[src/rtl/seg16_digit_scanner.sv]
// rtl/seg16_digit_scanner.sv - time-multiplexed digit scanner feeding the 16-segment decoder
//
// Holds one 5-bit character code per digit and scans the digits one slot at a time.
// Each slot is BLANK_CYCLES with all anodes off, then SHOW_CYCLES with one anode on.
//
// Ports:
//   clk        in   system clock
//   rst        in   asynchronous active-high reset
//   enable     in   scan enable; low forces the display dark
//   clear      in   set every buffer entry to the blank code 5'b11111
//   wr_en      in   character buffer write strobe
//   wr_addr    in   digit to write (0 = rightmost); out-of-range addresses are ignored
//   wr_char    in   character code to store
//   char_out   out  code of the active digit, to the decoder char input
//   anode_n    out  one-hot-low digit enables; all ones = dark
//   digit_idx  out  index of the current slot's digit
//   frame_tick out  one-cycle pulse when the scan wraps back to digit 0

module seg16_digit_scanner #(
  parameter int NUM_DIGITS   = 4,
  parameter int BLANK_CYCLES = 1000,
  parameter int SHOW_CYCLES  = 99000,
  parameter int IDX_W        = 2
) (
  input  logic                  clk,
  input  logic                  rst,
  input  logic                  enable,
  input  logic                  clear,
  input  logic                  wr_en,
  input  logic [IDX_W-1:0]      wr_addr,
  input  logic [4:0]            wr_char,
  output logic [4:0]            char_out,
  output logic [NUM_DIGITS-1:0] anode_n,
  output logic [IDX_W-1:0]      digit_idx,
  output logic                  frame_tick
);

  // One counter serves both phases, so it is sized for the longer one.
  localparam int CNT_MAX = (BLANK_CYCLES > SHOW_CYCLES) ? BLANK_CYCLES : SHOW_CYCLES;
  localparam int CNT_W   = (CNT_MAX > 1) ? $clog2(CNT_MAX) : 1;

  localparam logic [CNT_W-1:0] BLANK_LAST = CNT_W'(BLANK_CYCLES - 1);
  localparam logic [CNT_W-1:0] SHOW_LAST  = CNT_W'(SHOW_CYCLES - 1);
  localparam logic [IDX_W-1:0] IDX_LAST   = IDX_W'(NUM_DIGITS - 1);
  localparam logic [NUM_DIGITS-1:0] ONE_HOT0 = NUM_DIGITS'(1);

  localparam logic ST_BLANK = 1'b0;
  localparam logic ST_SHOW  = 1'b1;

  logic                  state_q, state_d;
  logic [CNT_W-1:0]      cnt_q, cnt_d;
  logic [IDX_W-1:0]      idx_q, idx_d;
  logic [4:0]            char_q, char_d;
  logic [NUM_DIGITS-1:0] anode_q, anode_d;
  logic                  tick_q, tick_d;
  logic [4:0]            buf_q [NUM_DIGITS];
  logic [4:0]            buf_d [NUM_DIGITS];

  // Character buffer: clear has priority over a same-cycle write. Matching the
  // address against each valid index drops out-of-range writes for free.
  always_comb begin
    for (int i = 0; i < NUM_DIGITS; i++) begin
      buf_d[i] = buf_q[i];
      if (clear) begin
        buf_d[i] = 5'b11111;
      end else if (wr_en && (wr_addr == IDX_W'(i))) begin
        buf_d[i] = wr_char;
      end
    end
  end

  // Scan sequencer. char_out is captured only on entry to SHOW so a write to
  // the digit being shown never changes the display mid-slot.
  always_comb begin
    state_d = state_q;
    cnt_d   = cnt_q;
    idx_d   = idx_q;
    char_d  = char_q;
    anode_d = anode_q;
    tick_d  = 1'b0;

    if (!enable) begin
      // Dark and parked at the start of BLANK; digit_idx and char_out hold so
      // the scan resumes on the same digit with a full blanking interval.
      state_d = ST_BLANK;
      cnt_d   = '0;
      anode_d = '1;
    end else if (state_q == ST_BLANK) begin
      anode_d = '1;
      if (cnt_q == BLANK_LAST) begin
        state_d = ST_SHOW;
        cnt_d   = '0;
        char_d  = buf_q[idx_q];
        anode_d = ~(ONE_HOT0 << idx_q);
      end else begin
        cnt_d = cnt_q + CNT_W'(1);
      end
    end else begin
      if (cnt_q == SHOW_LAST) begin
        state_d = ST_BLANK;
        cnt_d   = '0;
        anode_d = '1;
        if (idx_q == IDX_LAST) begin
          idx_d  = '0;
          tick_d = 1'b1;
        end else begin
          idx_d = idx_q + IDX_W'(1);
        end
      end else begin
        cnt_d = cnt_q + CNT_W'(1);
      end
    end
  end

  always_ff @(posedge clk or posedge rst) begin
    if (rst) begin
      state_q <= ST_BLANK;
      cnt_q   <= '0;
      idx_q   <= '0;
      char_q  <= 5'b11111;
      anode_q <= '1;
      tick_q  <= 1'b0;
      for (int i = 0; i < NUM_DIGITS; i++) begin
        buf_q[i] <= 5'b11111;
      end
    end else begin
      state_q <= state_d;
      cnt_q   <= cnt_d;
      idx_q   <= idx_d;
      char_q  <= char_d;
      anode_q <= anode_d;
      tick_q  <= tick_d;
      for (int i = 0; i < NUM_DIGITS; i++) begin
        buf_q[i] <= buf_d[i];
      end
    end
  end

  assign char_out   = char_q;
  assign anode_n    = anode_q;
  assign digit_idx  = idx_q;
  assign frame_tick = tick_q;

endmodule
[config.mk]
export PLATFORM = sky130hd
export DESIGN_NAME = seg16_digit_scanner
export DESIGN_NICKNAME = d
export VERILOG_FILES = /design/src/rtl/seg16_digit_scanner.sv
export SDC_FILE = /design/constraint.sdc
export NUM_CORES = 1
export LEC_CHECK = 0
export BUFFER_PORTS_ARGS = -buffer_cell sky130_fd_sc_hd__buf_2
export CORE_MARGIN = 4
export CORE_UTILIZATION = 53
export CTS_CLUSTER_SIZE = 24
export DETAILED_ROUTE_END_ITERATION = 10
export PLACE_DENSITY = 0.73
export RECOVER_POWER = 50
export SLEW_MARGIN = 25
export SYNTH_ARGS = -nofsm -noshare
export SYNTH_HDL_FRONTEND = slang
export SYNTH_SLANG_ARGS = --single-unit
export TNS_END_PERCENT = 20
[constraint.sdc]
create_clock -name clk -period 1.7 [get_ports clk]
set_input_delay 0.17 -clock clk [delete_from_list [all_inputs] [get_ports clk]]
set_output_delay 0.17 -clock clk [all_outputs]
set_load 0.01 [all_outputs]
## After elaboration in Yosys (flattened, before gate mapping)

Index checks and enable logic that the tools add are counted.

| word-level totals | value |
|---|---|
| register bits after elaboration | 50 |
| bits of input ports | 12 |
| output and inout port bits | 12 |
| logic and storage cells | 63 |

| cells by class | value |
|---|---|
| add/sub/neg operators | 2 |
| $lt $le $gt $ge | 1 |
| equality and inequality tests | 7 |
| shift operators | 1 |
| multiplexer cells | 28 |
| bitwise logic cells | 3 |
| reductions and logical operators | 11 |

Operator list:

| cell | number |
|---|---|
| $mux 17 | 4 |
| $mux 5 | 10 |
| $add 17x1->17 const B | 1 |
| $eq 17x10->1 const B | 1 |
| $eq 17x17->1 const B | 1 |
| $mux 4 | 4 |
| $bmux 5 s2 | 1 |
| $mux 1 | 8 |
| $reduce_bool 2->1 | 4 |
| $eq 2x2->1 const B | 3 |
| $reduce_and 3->1 | 2 |
| $logic_and 1x1->1 | 4 |
| $not 4->4 | 1 |
| $shl 1x2->4 const A | 1 |
| $ge 3x3->1 const B | 1 |
| $ne 3x2->1 const B | 1 |
| $not 2->3 | 1 |
| $add 2x1->2 const B | 1 |
| $eq 2x1->1 const B | 1 |
| $logic_not 2->1 | 1 |
| $mux 2 | 1 |
| $not 1->1 | 1 |

## Longest topological paths before layout

| depth | value |
|---|---|
| word-level depth | 5 |
| gate-level depth with buffers | 6 |
| depth with buffers taken out | 5 |

## Least setup slack after synthesis

No wires, ideal clock.

| path | value |
|---|---|
| kind | register to register |
| from | register cnt_q[15] |
| to | register char_q[0] (netlist: char_out[0]) |
| library setup time | 0.082 ns |
| data arrival time | 1.593 ns |
| data required time | 1.618 ns |
| setup slack | 0.025 ns |
| stages on the path, launching flop included | 6 |
| path buffers | 1 |
| clock period less this slack | 1.675 ns |
| cells stage by stage | dfrtp_1 > or2_2 > nor4_1 > and3_1 > buf_4 > mux2_2 |

| between the ends | value |
|---|---|
| longest elaborated chain between the ends | 2 |

RTL lines:

| item | RTL line | RTL |
|---|---|---|
| from (decl) | 51 | `logic [CNT_W-1:0] cnt_q, cnt_d;` |
| from (signal assigned) | 128 | `cnt_q <= cnt_d;` |
| $eq 17x10->1 | 90 | `if (cnt_q == BLANK_LAST) begin` |
| $reduce_and 3->1 (no source line) | n/a |  |
| to (signal assigned) | 130 | `char_q <= char_d;` |
| to (decl) | 53 | `logic [4:0] char_q, char_d;` |

Every way passes these cells.
A chain may end at the register's enable or synchronous reset.

## Final worst setup path

| path | value |
|---|---|
| from | register cnt_q[14] |
| to | register cnt_q[0] |

| between the ends | value |
|---|---|
| longest elaborated chain between the ends | 4 |
| elaborated cells between the ends (all ways) | 6 |
| classes of those cells | eq/ne: 2; mux: 4 |

RTL lines:

| item | RTL line | RTL |
|---|---|---|
| $eq 17x10->1 / $eq 17x17->1 (equally long branches) | 90, 99 |  |
| $mux 17 (on tied branches) | 90, 99 |  |
| $mux 17 * | 88 | `end else if (state_q == ST_BLANK) begin` |
| $mux 17 * | 82 | `if (!enable) begin` |
| named net cnt_d[0] | 51 |  |

The timed path passes the listed nets; every way through them passes the cells marked *.

==> impl_metrics.toml <==
[outcome]
outcome = "finished with violations"
violations = "setup timing"

[timing]
period_share_pct = 101
fmax_mhz = 585
worstMarginPinSlew_ns = 0.702
rsz0062_at_grt = "true"
hold_viol_final = 0
setup_viol = 4
slew_violations = 0
finalCriticalPeriod_ns = 1.71
fin_worst_skew_ns = 0.0111
worst_slack_ns = -0.0102
max-slew-margin-rel_pct = 53.2

[critical_path]
path_buf_inv = 2
worstPathArrival_ns = 1.90
slowest_stage = "dfrtp_2"
slowest_delay_ns = 0.45
path_common_cell = "buf_4"
cp_top_family = "simple AND/OR/NAND/NOR gates"
crit_chain = "nor4_4 > nand4_1 > buf_4 > o21ai_4 > buf_4 > nor3_1"
crit_type = "flip-flop to flip-flop"
start_kind = "flip-flop"
critPathCaptureType = "flip-flop"
cp_max_fo = 5
worstPathRequired_ns = 1.89

[final_layout]
fin_cells = 325
final_util_pct = 68.2
drive_gt1_share_pct = 45.1
area_growth_pct = 22.7
n_antenna_cell = 0
nets = 289

[logic_synthesis]
syn_avg_cell_area_sq_um = 11.3
ys_warn_count = 0
synthTopCellsByArea = "dfstp_2, dfrtp_1, a211o_1"
synth_cell_types = 37
syn_nets = 236
ys_ff_latch = 50
yosys.area.top_type = "dfstp_2"
netlist_area_sq_um = 2470
seq_area_frac_synth_pct = 52.1
synth.top_cell.area_share_pct = 30.8
syn_inst = 219

[cts]
htree_levels = 2
tritoncts = "done"
clock-root-buffer = "clkbuf_8"
path_clk_slew_ns = 0.10
cts_buffer_depth = 2
insertion_delay_ns = 0.31
cts_sinks = 50
cts_hold_buf = 0
cts_buffers = 5

[flow_run]
maxCapViolCount = 0

[power_and_ir_drop]
powerDensity_nw_per_um2 = 699
ir_worst_vdd_mv = 0.437
p_total_mw = 2.12
leakage_nw = 1.25

[placed_design]
dp.cells = 309
post-dp-hpwl_um = 3710
gp_congestion = 0.821
io_buffers = 23

[routing]
drc = 0
wirelength_um = 5430
drt_iter0_markers = 164
ant_nets = 0
vias = 1871
wl_per_cell_um = 16.7
detail_route.vias_per_cell = 5.76
dr.pass1.iters = 6

[grt]
grt_pass1_vias = 1844
gr-total-overflow = 0
grt_usage_pct = 19.4
antenna_found_initial = 0
grt_max_degree = 23
grt_pass1_wl_um = 9080

[floorplanning]
start_util_pct = 55.6
die_area_sq_um = 5820
rows = 24
coreArea_sq_um = 4440
io_pins = 24
die_height_um = 76.3
fp.dieW_um = 76.3

[worst_hold_path]
hold_path_class = "input port to flip-flop"
layout by cell type (no fill, tap or decap), types with 2 or more instances in the layout:
| cell | netlist | layout |
|---|---|---|
| buf_2 | 0 | 23 |
| nand4_1 | 4 | 4 |
| nor4_1 | 5 | 3 |
| inv_1 | 14 | 14 |
| dfstp_2 | 29 | 29 |
| mux2_2 | 7 | 5 |
| clkbuf_1 | 4 | 2 |
| a2bb2oi_1 | 4 | 4 |
| nand2_1 | 14 | 14 |
| ha_1 | 5 | 4 |
| a21oi_1 | 4 | 2 |
| dfrtp_1 | 21 | 19 |
| o41ai_1 | 3 | 3 |
| nor2_1 | 20 | 19 |
| nor3_2 | 0 | 3 |
| clkbuf_8 | 0 | 5 |
| and2_1 | 3 | 2 |
| mux2_4 | 0 | 2 |
| or4b_1 | 3 | 2 |
| nor4_4 | 0 | 2 |
| nand3b_1 | 8 | 8 |
| xnor2_1 | 10 | 10 |
| mux4_2 | 5 | 5 |
| dfrtp_2 | 0 | 2 |
| buf_4 | 2 | 26 |
| nor2b_1 | 5 | 5 |
| nand3_2 | 1 | 2 |
| a21oi_2 | 0 | 2 |
| nor3_1 | 13 | 10 |
| nand3_1 | 6 | 5 |
| a211o_1 | 15 | 15 |
cell usage after synthesis (all sizes together):
master,n
o41ai,3
dfrtp,21
xnor2,10
nand3b,8
and3,2
mux4,5
nand4,4
a21oi,4
or2,2
nor2,20
nor2b,5
a2bb2oi,4
xor2,1
and4b,2
and2,3
and4bb,1
nor4,5
mux2,7
o21ai,1
ha,5
nor3b,2
nor3,13
or4b,3
dfstp,29
nand2,15
buf,2
a211o,15
nand2b,1
nand3,7
clkbuf,4
inv,14
a21bo,1
flip-flops by register name, summed over array words and instances, names as in the netlist:
name        count
buf_q          20
cnt_q          17
char_out        5
anode_n         4
digit_idx       2
frame_tick      1
state_q         1
logic make-up after synthesis:
kind of cell               Yosys count  synth area share, %
xor gates and xnor gates            11                 3.90
AOI/OAI and AO/OA                   28                 9.22
adders and majority gates            5                 2.53
muxes                               12                 7.75
DFF                                 50                 52.1
buffers and inverters               20                 3.34
and+or+nand+nor                     93                 21.2
cell type report:
| class | instances | area (sq um) |
|---|---|---|
| fill | 342 | 1410 |
| sequential | 50 | 1290 |
| multi-input combinational | 149 | 1190 |
| timing repair buffer | 52 | 345 |
| clock buffer | 6 | 72.6 |
| tap | 52 | 65.1 |
| inverter | 14 | 52.6 |
| clock inverter | 2 | 13.8 |
routing by layer:
| metal | part of all wire (%) | GRT usage, % | wire [um] | up-vias |
|---|---|---|---|---|
| met2 | 48 | 31.5 | 2600 | 46 |
| met1 | 46 | 25.8 | 2510 | 920 |
| met4 | 2.4 | 7.61 | 132 | 0 |
| met3 | 3.5 | 3.78 | 188 | 13 |
| met5 | 0 | 0 | 0 | - |
| li1 | - | - | - | 892 |
timing repair:
item / CTS / global route
setup buffers: 5 / 2
setup endpoints to repair: 26 / 25
pin swaps: 5 / 9
resized for setup: 10 / 15
gates cloned: 1 / 0
path summary, 6_finish.rpt:
check                      slack (ns)                     end  depth (start not counted)                  from
max                             -0.01      cnt_q[0]$_DFF_PP0_                          6   cnt_q[14]$_DFF_PP0_
min                              0.09    buf_q[2]$_DFFE_PP1P_                          3            wr_char[2]
max reg2reg                     -0.01      cnt_q[0]$_DFF_PP0_                          6   cnt_q[14]$_DFF_PP0_
min reg2reg                      0.49    buf_q[1]$_DFFE_PP1P_                          2  buf_q[1]$_DFFE_PP1P_
max in group asynchronous        0.75  anode_n[0]$_DFFE_PP1P_                          3                   rst
min in group asynchronous        0.30   buf_q[14]$_DFFE_PP1P_                          2                   rst
stage by stage:
step           worst slack (ns)  hold WS (ns)  area (sq um)  setup TNS (ns)
3_5_place_dp             -0.130         0.415          2790           -2.07
2_1_floorplan            0.0251         0.283          2470               0
6_report                -0.0102        0.0882          3030         -0.0193
3_3_place_gp            -0.0302         0.412          2790          -0.148
4_1_cts                 -0.0208        0.0810          2960         -0.0343
5_1_grt                 -0.0475        0.0878          3030          -0.549
report_power, final:
part	leakage (nW)	total (mW)	switching [mW]	internal [mW]
sequential	0.592	1.26	0.0171	1.24
combinational	0.618	0.162	0.0908	0.0709
clock	0.0417	0.702	0.410	0.292
total	1.25	2.12	0.518	1.60
worst register-to-register path: stages (launching register included):
cell and delay, ns:
dfrtp_2 0.45, nor4_4 0.34, nand4_1 0.20, buf_4 0.19, o21ai_4 0.17, buf_4 0.18, nor3_1 0.06
No activity file was read; power rests on OpenSTA's default activity.
